==> config.mk <==
export PLATFORM = sky130hd
export DESIGN_NAME = vend_dispense_arbiter
export DESIGN_NICKNAME = d
export VERILOG_FILES = /design/src/rtl/vend_dispense_arbiter.sv
export SDC_FILE = /design/constraint.sdc
export NUM_CORES = 1
export LEC_CHECK = 0
export CAP_MARGIN = 30
export CORE_ASPECT_RATIO = 0.75
export CORE_MARGIN = 8
export CORE_UTILIZATION = 40
export DETAILED_ROUTE_END_ITERATION = 16
export SLEW_MARGIN = 25
export SYNTH_ARGS = -nofsm -noshare
export SYNTH_HDL_FRONTEND = slang
export SYNTH_SLANG_ARGS = --single-unit
==> constraint.sdc <==
create_clock -name clk -period 2 [get_ports clk]
set_input_delay 0.3 -clock clk [delete_from_list [all_inputs] [get_ports clk]]
set_output_delay 0.3 -clock clk [all_outputs]
set_load 0.03 [all_outputs]
==> src/rtl/vend_dispense_arbiter.sv <==
`default_nettype none
// ============================================================================
// Module      : vend_dispense_arbiter
// Description : Two-requester vending dispense arbiter. Latches product and
//               change requests, serves one requester at a time with a
//               motor pulse, drop-sensor wait, optional hopper pulse, then an
//               idle gap. Missing drops lead to a FAULT state released by
//               clear_fault.
// Revision    : 1.0 - initial release
// ============================================================================
module vend_dispense_arbiter #(
    parameter int MOTOR_CYCLES   = 8,
    parameter int TIMEOUT_CYCLES = 32,
    parameter int GAP_CYCLES     = 2
) (
    input  logic       clk,
    input  logic       rst_n,
    input  logic [1:0] prod_req,
    input  logic [1:0] change_req,
    input  logic       drop_sense,
    input  logic       clear_fault,
    output logic       motor_on,
    output logic       hopper_on,
    output logic [1:0] grant,
    output logic [1:0] done,
    output logic       fault,
    output logic       ovf
);

    // Counter reload values: a counter loaded with N-1 on entry spans N cycles.
    localparam logic [7:0] C_MOTOR_LOAD   = 8'(MOTOR_CYCLES - 1);
    localparam logic [7:0] C_TIMEOUT_LOAD = 8'(TIMEOUT_CYCLES - 1);
    localparam logic [7:0] C_GAP_LOAD     = 8'(GAP_CYCLES - 1);

    typedef enum logic [2:0] {
        S_IDLE   = 3'd0,
        S_MOTOR  = 3'd1,
        S_WAIT   = 3'd2,
        S_HOPPER = 3'd3,
        S_DONE   = 3'd4,
        S_GAP    = 3'd5,
        S_FAULT  = 3'd6
    } state_t;

    state_t     r_state;
    state_t     w_state_nxt;
    logic [7:0] r_cnt;
    logic [7:0] w_cnt_nxt;
    logic [1:0] r_prod_pend;
    logic [1:0] r_chg_pend;
    logic       r_drop_lat;
    logic       r_rr;
    logic       w_rr_nxt;
    logic [1:0] w_grant_nxt;
    logic [1:0] w_clr;
    logic [1:0] w_pick;
    logic       w_drop;
    logic       w_gidx;

    // A drop seen during MOTOR is remembered so it counts on WAIT entry.
    assign w_drop = r_drop_lat | drop_sense;
    assign w_gidx = grant[1];

    // Next-state, counter reload, grant selection and flag-clear decode.
    always_comb begin
        w_state_nxt = r_state;
        w_cnt_nxt   = (r_cnt != 8'd0) ? (r_cnt - 8'd1) : 8'd0;
        w_grant_nxt = grant;
        w_rr_nxt    = r_rr;
        w_clr       = 2'b00;
        w_pick      = 2'b00;
        case (r_state)
            S_IDLE: begin
                if (r_prod_pend != 2'b00) begin
                    if (r_prod_pend == 2'b11) begin
                        w_pick = r_rr ? 2'b10 : 2'b01;
                    end else begin
                        w_pick = r_prod_pend;
                    end
                    w_state_nxt = S_MOTOR;
                    w_cnt_nxt   = C_MOTOR_LOAD;
                    w_grant_nxt = w_pick;
                    // Point at the requester that was not chosen.
                    w_rr_nxt    = w_pick[0];
                end
            end
            S_MOTOR: begin
                if (r_cnt == 8'd0) begin
                    w_state_nxt = S_WAIT;
                    w_cnt_nxt   = C_TIMEOUT_LOAD;
                end
            end
            S_WAIT: begin
                if (w_drop) begin
                    if (r_chg_pend[w_gidx]) begin
                        w_state_nxt = S_HOPPER;
                        w_cnt_nxt   = C_MOTOR_LOAD;
                    end else begin
                        w_state_nxt = S_DONE;
                        w_cnt_nxt   = 8'd0;
                    end
                end else if (r_cnt == 8'd0) begin
                    w_state_nxt = S_FAULT;
                    w_cnt_nxt   = 8'd0;
                end
            end
            S_HOPPER: begin
                if (r_cnt == 8'd0) begin
                    w_state_nxt = S_DONE;
                    w_cnt_nxt   = 8'd0;
                end
            end
            S_DONE: begin
                w_clr       = grant;
                w_state_nxt = S_GAP;
                w_cnt_nxt   = C_GAP_LOAD;
                w_grant_nxt = 2'b00;
            end
            S_GAP: begin
                if (r_cnt == 8'd0) begin
                    w_state_nxt = S_IDLE;
                    w_cnt_nxt   = 8'd0;
                end
            end
            S_FAULT: begin
                if (clear_fault) begin
                    w_clr       = grant;
                    w_state_nxt = S_GAP;
                    w_cnt_nxt   = C_GAP_LOAD;
                    w_grant_nxt = 2'b00;
                end
            end
            default: begin
                w_state_nxt = S_IDLE;
                w_cnt_nxt   = 8'd0;
                w_grant_nxt = 2'b00;
            end
        endcase
    end

    // State register, cycle counter, round-robin pointer and grant.
    always_ff @(posedge clk or negedge rst_n) begin
        if (!rst_n) begin
            r_state <= S_IDLE;
            r_cnt   <= 8'd0;
            r_rr    <= 1'b0;
            grant   <= 2'b00;
        end else begin
            r_state <= w_state_nxt;
            r_cnt   <= w_cnt_nxt;
            r_rr    <= w_rr_nxt;
            grant   <= w_grant_nxt;
        end
    end

    // Pending flags (set beats clear), sticky overflow and the drop latch.
    always_ff @(posedge clk or negedge rst_n) begin
        if (!rst_n) begin
            r_prod_pend <= 2'b00;
            r_chg_pend  <= 2'b00;
            ovf         <= 1'b0;
            r_drop_lat  <= 1'b0;
        end else begin
            r_prod_pend <= (r_prod_pend & ~w_clr) | prod_req;
            r_chg_pend  <= (r_chg_pend & ~w_clr) | change_req;
            ovf         <= ovf | (|(prod_req & r_prod_pend)) | (|(change_req & r_chg_pend));
            if (r_state == S_IDLE) begin
                r_drop_lat <= 1'b0;
            end else if ((r_state == S_MOTOR) && drop_sense) begin
                r_drop_lat <= 1'b1;
            end
        end
    end

    // Registered drive outputs decoded from the state being entered.
    always_ff @(posedge clk or negedge rst_n) begin
        if (!rst_n) begin
            motor_on  <= 1'b0;
            hopper_on <= 1'b0;
            fault     <= 1'b0;
            done      <= 2'b00;
        end else begin
            motor_on  <= (w_state_nxt == S_MOTOR);
            hopper_on <= (w_state_nxt == S_HOPPER);
            fault     <= (w_state_nxt == S_FAULT);
            done      <= (w_state_nxt == S_DONE) ? w_grant_nxt : 2'b00;
        end
    end

endmodule
`default_nettype wire

# Word level (Yosys, flattened, before mapping)

Index checks and enable logic that the tools add are counted.

Add/sub/neg operators: 1
$lt $le $gt $ge: 1
Eq/ne operators: 11
Multiplexer cells: 29
Bitwise logic cells: 10
Reduce and logical (&&, ||, !) cells: 11

Operator list:

| cell                                                       | count |
|---|---|
| two-way mux 8 bit                                          | 6 |
| case mux 8 bit (6 select lines)                            | 1 |
| two-way mux 3 bit                                          | 9 |
| case mux 3 bit (7 select lines)                            | 1 |
| == test 3 bit, second input constant                       | 5 |
| two-way mux 2 bit                                          | 6 |
| == test 3 x 2 -> 1 bit, second input constant              | 3 |
| AND 2 bit                                                  | 4 |
| zero test 8 bit                                            | 1 |
| nonzero test 8 bit                                         | 1 |
| subtractor 8 x 1 -> 8 bit, second input constant           | 1 |
| == test 3 x 1 -> 1 bit, second input constant              | 2 |
| case mux 2 bit (3 select lines)                            | 1 |
| OR reduction 2 bit                                         | 3 |
| two-way mux 1 bit                                          | 4 |
| OR 2 bit                                                   | 2 |
| case mux 2 bit (2 select lines)                            | 1 |
| nonzero test 2 bit                                         | 2 |
| OR reduction 4 bit                                         | 1 |
| zero test 3 bit                                            | 1 |
| OR 1 bit                                                   | 3 |
| == test 2 bit, second input constant                       | 1 |
| less-than comparator 1 x 2 -> 1 bit, second input constant | 1 |
| inverter 2 bit                                             | 1 |
| other kinds (2)                                            | 2 |

Register bits: 25
Input bits: 8
Output and inout bits: 8

# Longest topological paths before layout

Depth after elaboration: 7
Gate-level depth with buffers: 9
Gate-level depth less buffers: 8

# Worst setup path before layout

OpenSTA, ideal clock, no wires.

Path type: register to register
Start point: reg r_cnt[0]
End point: reg done[0]
Setup time: 0.120 ns
Arrival: 1.757 ns
Required time: 1.880 ns
Slack: 0.123 ns
Cell stages (with the launch flop): 10
Path buffers: 2
Cells stage by stage: dfrtp_1 > inv_1 > ha_1 > nor3b_1 > and2_1 > buf_6 > o22ai_1 > or2_1 > buf_6 > and4_1

Cells in the longest elaborated chain, start to end: 6
Elaborated cells on any way between the ends: 9
Classes of those cells: 1 x eq/ne; 7 x mux; 1 x reduce/logical

Ends and longest elaborated chain:

| element                           | line | text |
|---|---|---|
| from (decl)                       | 47   | `logic [7:0] r_cnt;` |
| from (signal assigned)            | 150  | `r_cnt <= w_cnt_nxt;` |
| zero test 8 bit *                 | -    |  |
| two-way mux 3 bit                 | 102  | `end else if (r_cnt == 8'd0) begin` |
| two-way mux 3 bit                 | 94   | `if (w_drop) begin` |
| case mux 3 bit (7 select lines) * | 72   | `case (r_state)` |
| named net w_state_nxt[2]          | 46   | `state_t w_state_nxt;` |
| == test 3 bit *                   | 186  | `done <= (w_state_nxt == S_DONE) ? w_grant_nxt : 2'b00;` |
| two-way mux 2 bit *               | 186  |  |
| to (signal assigned)              | 186  |  |
| to (decl)                         | 25   | `output logic [1:0] done,` |

Mark *: on every way through the listed nets, which the timed path passes. The rest lies on a longest branch.
A chain may end at the register's enable or synchronous reset.

# Worst setup path after layout

Start point: reg r_cnt[0]
End point: reg done[1]

Cells in the longest elaborated chain, start to end: 6
Elaborated cells on any way between the ends: 9
Classes of those cells: 1 x eq/ne; 7 x mux; 1 x reduce/logical

Ends and longest elaborated chain:

| element                           | line |
|---|---|
| zero test 8 bit *                 | - |
| two-way mux 3 bit                 | 102 |
| two-way mux 3 bit                 | 94 |
| case mux 3 bit (7 select lines) * | 72 |
| == test 3 bit *                   | 186 |
| two-way mux 2 bit *               | 186 |

Every way passes the cells marked *; elsewhere a longest branch is shown, timed or not.

==> summary.md <==
Drt
- **wl on met1** 1591 um
- **vias post-DR** 1084
- **post-DR vias/cell** 5.420
- **routed wl met2** 1325 um
- **DRC violations left** 0
- **count of routing violations after the opening detailed-route iteration** 128
- **top layer used by detailed routing** met4
- **Routed wire per std cell** 15.82 um
- **wire length on met3** 200 um
- **final wirelength** 3163 um
- **number of detailed-route iterations in the first pass** 4
- **post-route ant nets** 0

Critical path
- **Critical Path RT** 2.16 ns
- **CP max FO** 6
- **Critical-path top delay cell** dfrtp_1
- **CP max stage delay** 0.42 ns
- **Worst Setup Start Kind** flip-flop
- **Data arrival, critical path** 2.05 ns
- **cells traversed along the worst timing path** inv_1 > ha_2 > nor3b_2 > and2_1 > o22ai_1 > or2_1 > and4_1
- **critical path class** reg2reg
- **Top Family by Delay on Critical Path** simple AND/OR/NAND/NOR gates
- **WP buf/inv** 1
- **kind of end point of the critical path** flip-flop

Placed design
- **placed insts** 196
- **weighted congestion at the end of routability-driven global placement** 0.9318
- **detailed-placement wirelength estimate** 2341 um
- **placed standard-cell area** 0.001534 mm^2
- **I/O Buffers** 15
- **post-placement worst setup slack** 0.008014 ns

Clock network
- **Clk Latency, worst-skew pair** 0.28 ns
- **cell at the root of the clock tree** clkbuf_8
- **clock buffers created by TritonCTS** 3
- **number of H-tree levels** 1
- **clock transition at the register clock pins on the worst setup and hold paths after CTS** 0.09 ns
- **Sinks on Clock Net** 25
- **number of buffers added to fix hold violations after cts** 0
- **Post-CTS Setup Bufs** 0
- **TritonCTS clock tree** yes
- **Longest Clk Path Bufs** 2

STA
- **Hold Vio Cnt, Final** 0
- **final total negative setup slack** 0 ns
- **setup repair after global routing missed its margin** false
- **Slew Limit Headroom** 66.61%
- **final clock skew** 0.009464 ns
- **fin crit share** 94.48%
- **max-slew violation count** 0
- **slew of the pin with the lowest slew margin** 0.4963 ns
- **clock period minus final worst setup slack** 1.890 ns
- **achievable frequency** 529.2 MHz
- **setup slack after layout** 0.1103 ns
- **Fin Hold WS** 0.3808 ns
- **final setup violation count** 0

Finish
- **n_diodes** 0
- **Area Growth Syn to Fin** 20.84%
- **Layout Utilization** 49.65%
- **layout cells sized above 1** 11.88%
- **fill count** 317
- **footprint of the multi-input gates** 653.1 um^2
- **post-layout net count** 171
- **final design instance area without fill** 0.001610 mm^2
- **final cell count without fillers** 200
- **register cell area after layout** 625.6 um^2

Synthesis
- **most frequent cell after synthesis** dfrtp_1
- **Yosys warning count** 0
- **sequential cell area fraction in the yosys report** 46.95%
- **post-synthesis register bit count** 25
- **most instantiated cells after synthesis** 25 x dfrtp_1, 16 x nand2_1, 11 x inv_1, 9 x a21oi_1, 9 x o21ai_0
- **top post-synthesis cells by area** dfrtp_1 47%, nand2_1 4.5%, a21oi_1 3.4%
- **count of cell types in the netlist** 44
- **number of enable-type register cells in the synthesized netlist** 0
- **synthesized instance count** 140
- **dominant cell type by area after synthesis** dfrtp_1
- **synthesized cell area** 0.001333 mm^2
- **flip-flop cell with the highest count after synthesis** dfrtp_1
- **share of the synthesized area in the top cell type** 46.95%
- **net count of the mapped netlist** 150
- **syn_area_per_cell** 9.518 um^2
- **share of flip-flops with an asynchronous set or reset after synthesis** 100.0%

Global routing
- **first-pass GRT wire length** 5430 um
- **GR Overflow Total** 0
- **largest net degree at the start of global routing** 26
- **Global Route Usage Sum** 12.91%
- **antenna violations before repair** 0
- **vias in the first global route** 1090

Floorplan
- **standard-cell rows** 18
- **top-level port count** 16
- **die boundary width** 82.65 um
- **core region area** 0.003243 mm^2
- **DIE HEIGHT** 65.99 um
- **initial standard-cell utilization of the core** 41.09%
- **Die Area** 0.005453 mm^2

Outcome
- **status** complete, no violations

Power and ir drop
- **Peak supply drop** 0.0005340 V
- **Power Density** 1353 mW/mm^2
- **reported leakage power** 0.6515 nW
- **Final Total Pwr** 2.179 mW

Hold path
- **path category of the worst min-delay check** in2async

Flow run
- **# Max-Cap Violations** 0

==> state kept, by name, summed over array words and instances, names as in the netlist <==
register	cells
motor_on	1
done	2
r_prod_pend	2
r_state	3
r_rr	1
ovf	1
r_drop_lat	1
grant	2
r_chg_pend	2
r_cnt	8
fault	1
hopper_on	1
==> cell families after synthesis <==
logic type	count (synthesis)	synth area share, %
buffers and inverters	16	6.385
muxes	1	0.7512
adders and majority gates	2	1.878
xor gates and xnor gates	4	2.630
DFF	25	46.95
and+or+nand+nor	49	19.53
AOI/OAI and AO/OA	43	21.88
==> layout make-up <==
class	instances	area share, %
Clock buffer	4	2.797
Inverter	11	2.564
Multi-Input combinational cell	99	40.56
Sequential cell	25	38.85
Tap cell	40	3.108
Timing Repair Buffer	21	12.12
==> layer usage <==
layer	track usage, %	up-vias
li1	-	541
met1	18.88	506
met2	17.42	29
met3	4.755	8
met4	2.575	0
met5	0	-
==> power breakdown <==
| part | internal, mW | switching, mW |
|---|---|---|
| logic | 0.447 | 0.547 |
| registers | 0.665 | 0.209 |
| clock network | 0.143 | 0.168 |
==> worst register-to-register path, delay by kind of cell (launching register included) <==
kind                       cells  cell delay [ns]
DFF                            1             0.42
buffers and inverters          1             0.10
and+or+nand+nor                4             0.97
AOI/OAI and AO/OA              1             0.09
adders and majority gates      1             0.20
==> what timing repair did <==
item	4_1_cts	5_1_grt
cloned	0	0
hold endpoints to repair	0	0
pin swaps	0	0
resized for setup	2	3
endpoints found under the setup margin	2	2
==> worst paths after layout <==
| kind | start | end | slack, ns | depth (start not counted) |
|---|---|---|---|---|
| min reg2reg | ovf | ovf | 0.51 | 2 |
| min in group clk | ovf | ovf | 0.51 | 2 |
| max reg2reg | r_cnt[0] | done[1] | 0.11 | 7 |
| min | rst_n | r_chg_pend[0] | 0.38 | 2 |
| max | r_cnt[0] | done[1] | 0.11 | 7 |
| max in group asynchronous | rst_n | r_cnt[1] | 1.36 | 2 |
==> cells in the final DEF, fill, tap and decap left out, types with 3 or more instances in the layout <==
cell             count
a21o_1               5
nor3_1               7
nor2_1               7
clkbuf_8             3
a21oi_1              9
o21ai_0              9
buf_4                6
o21a_1               3
dfrtp_1             25
clkdlybuf4s50_1     15
nand2_1             16
inv_1               11
(Power assumes the default switching activity.)
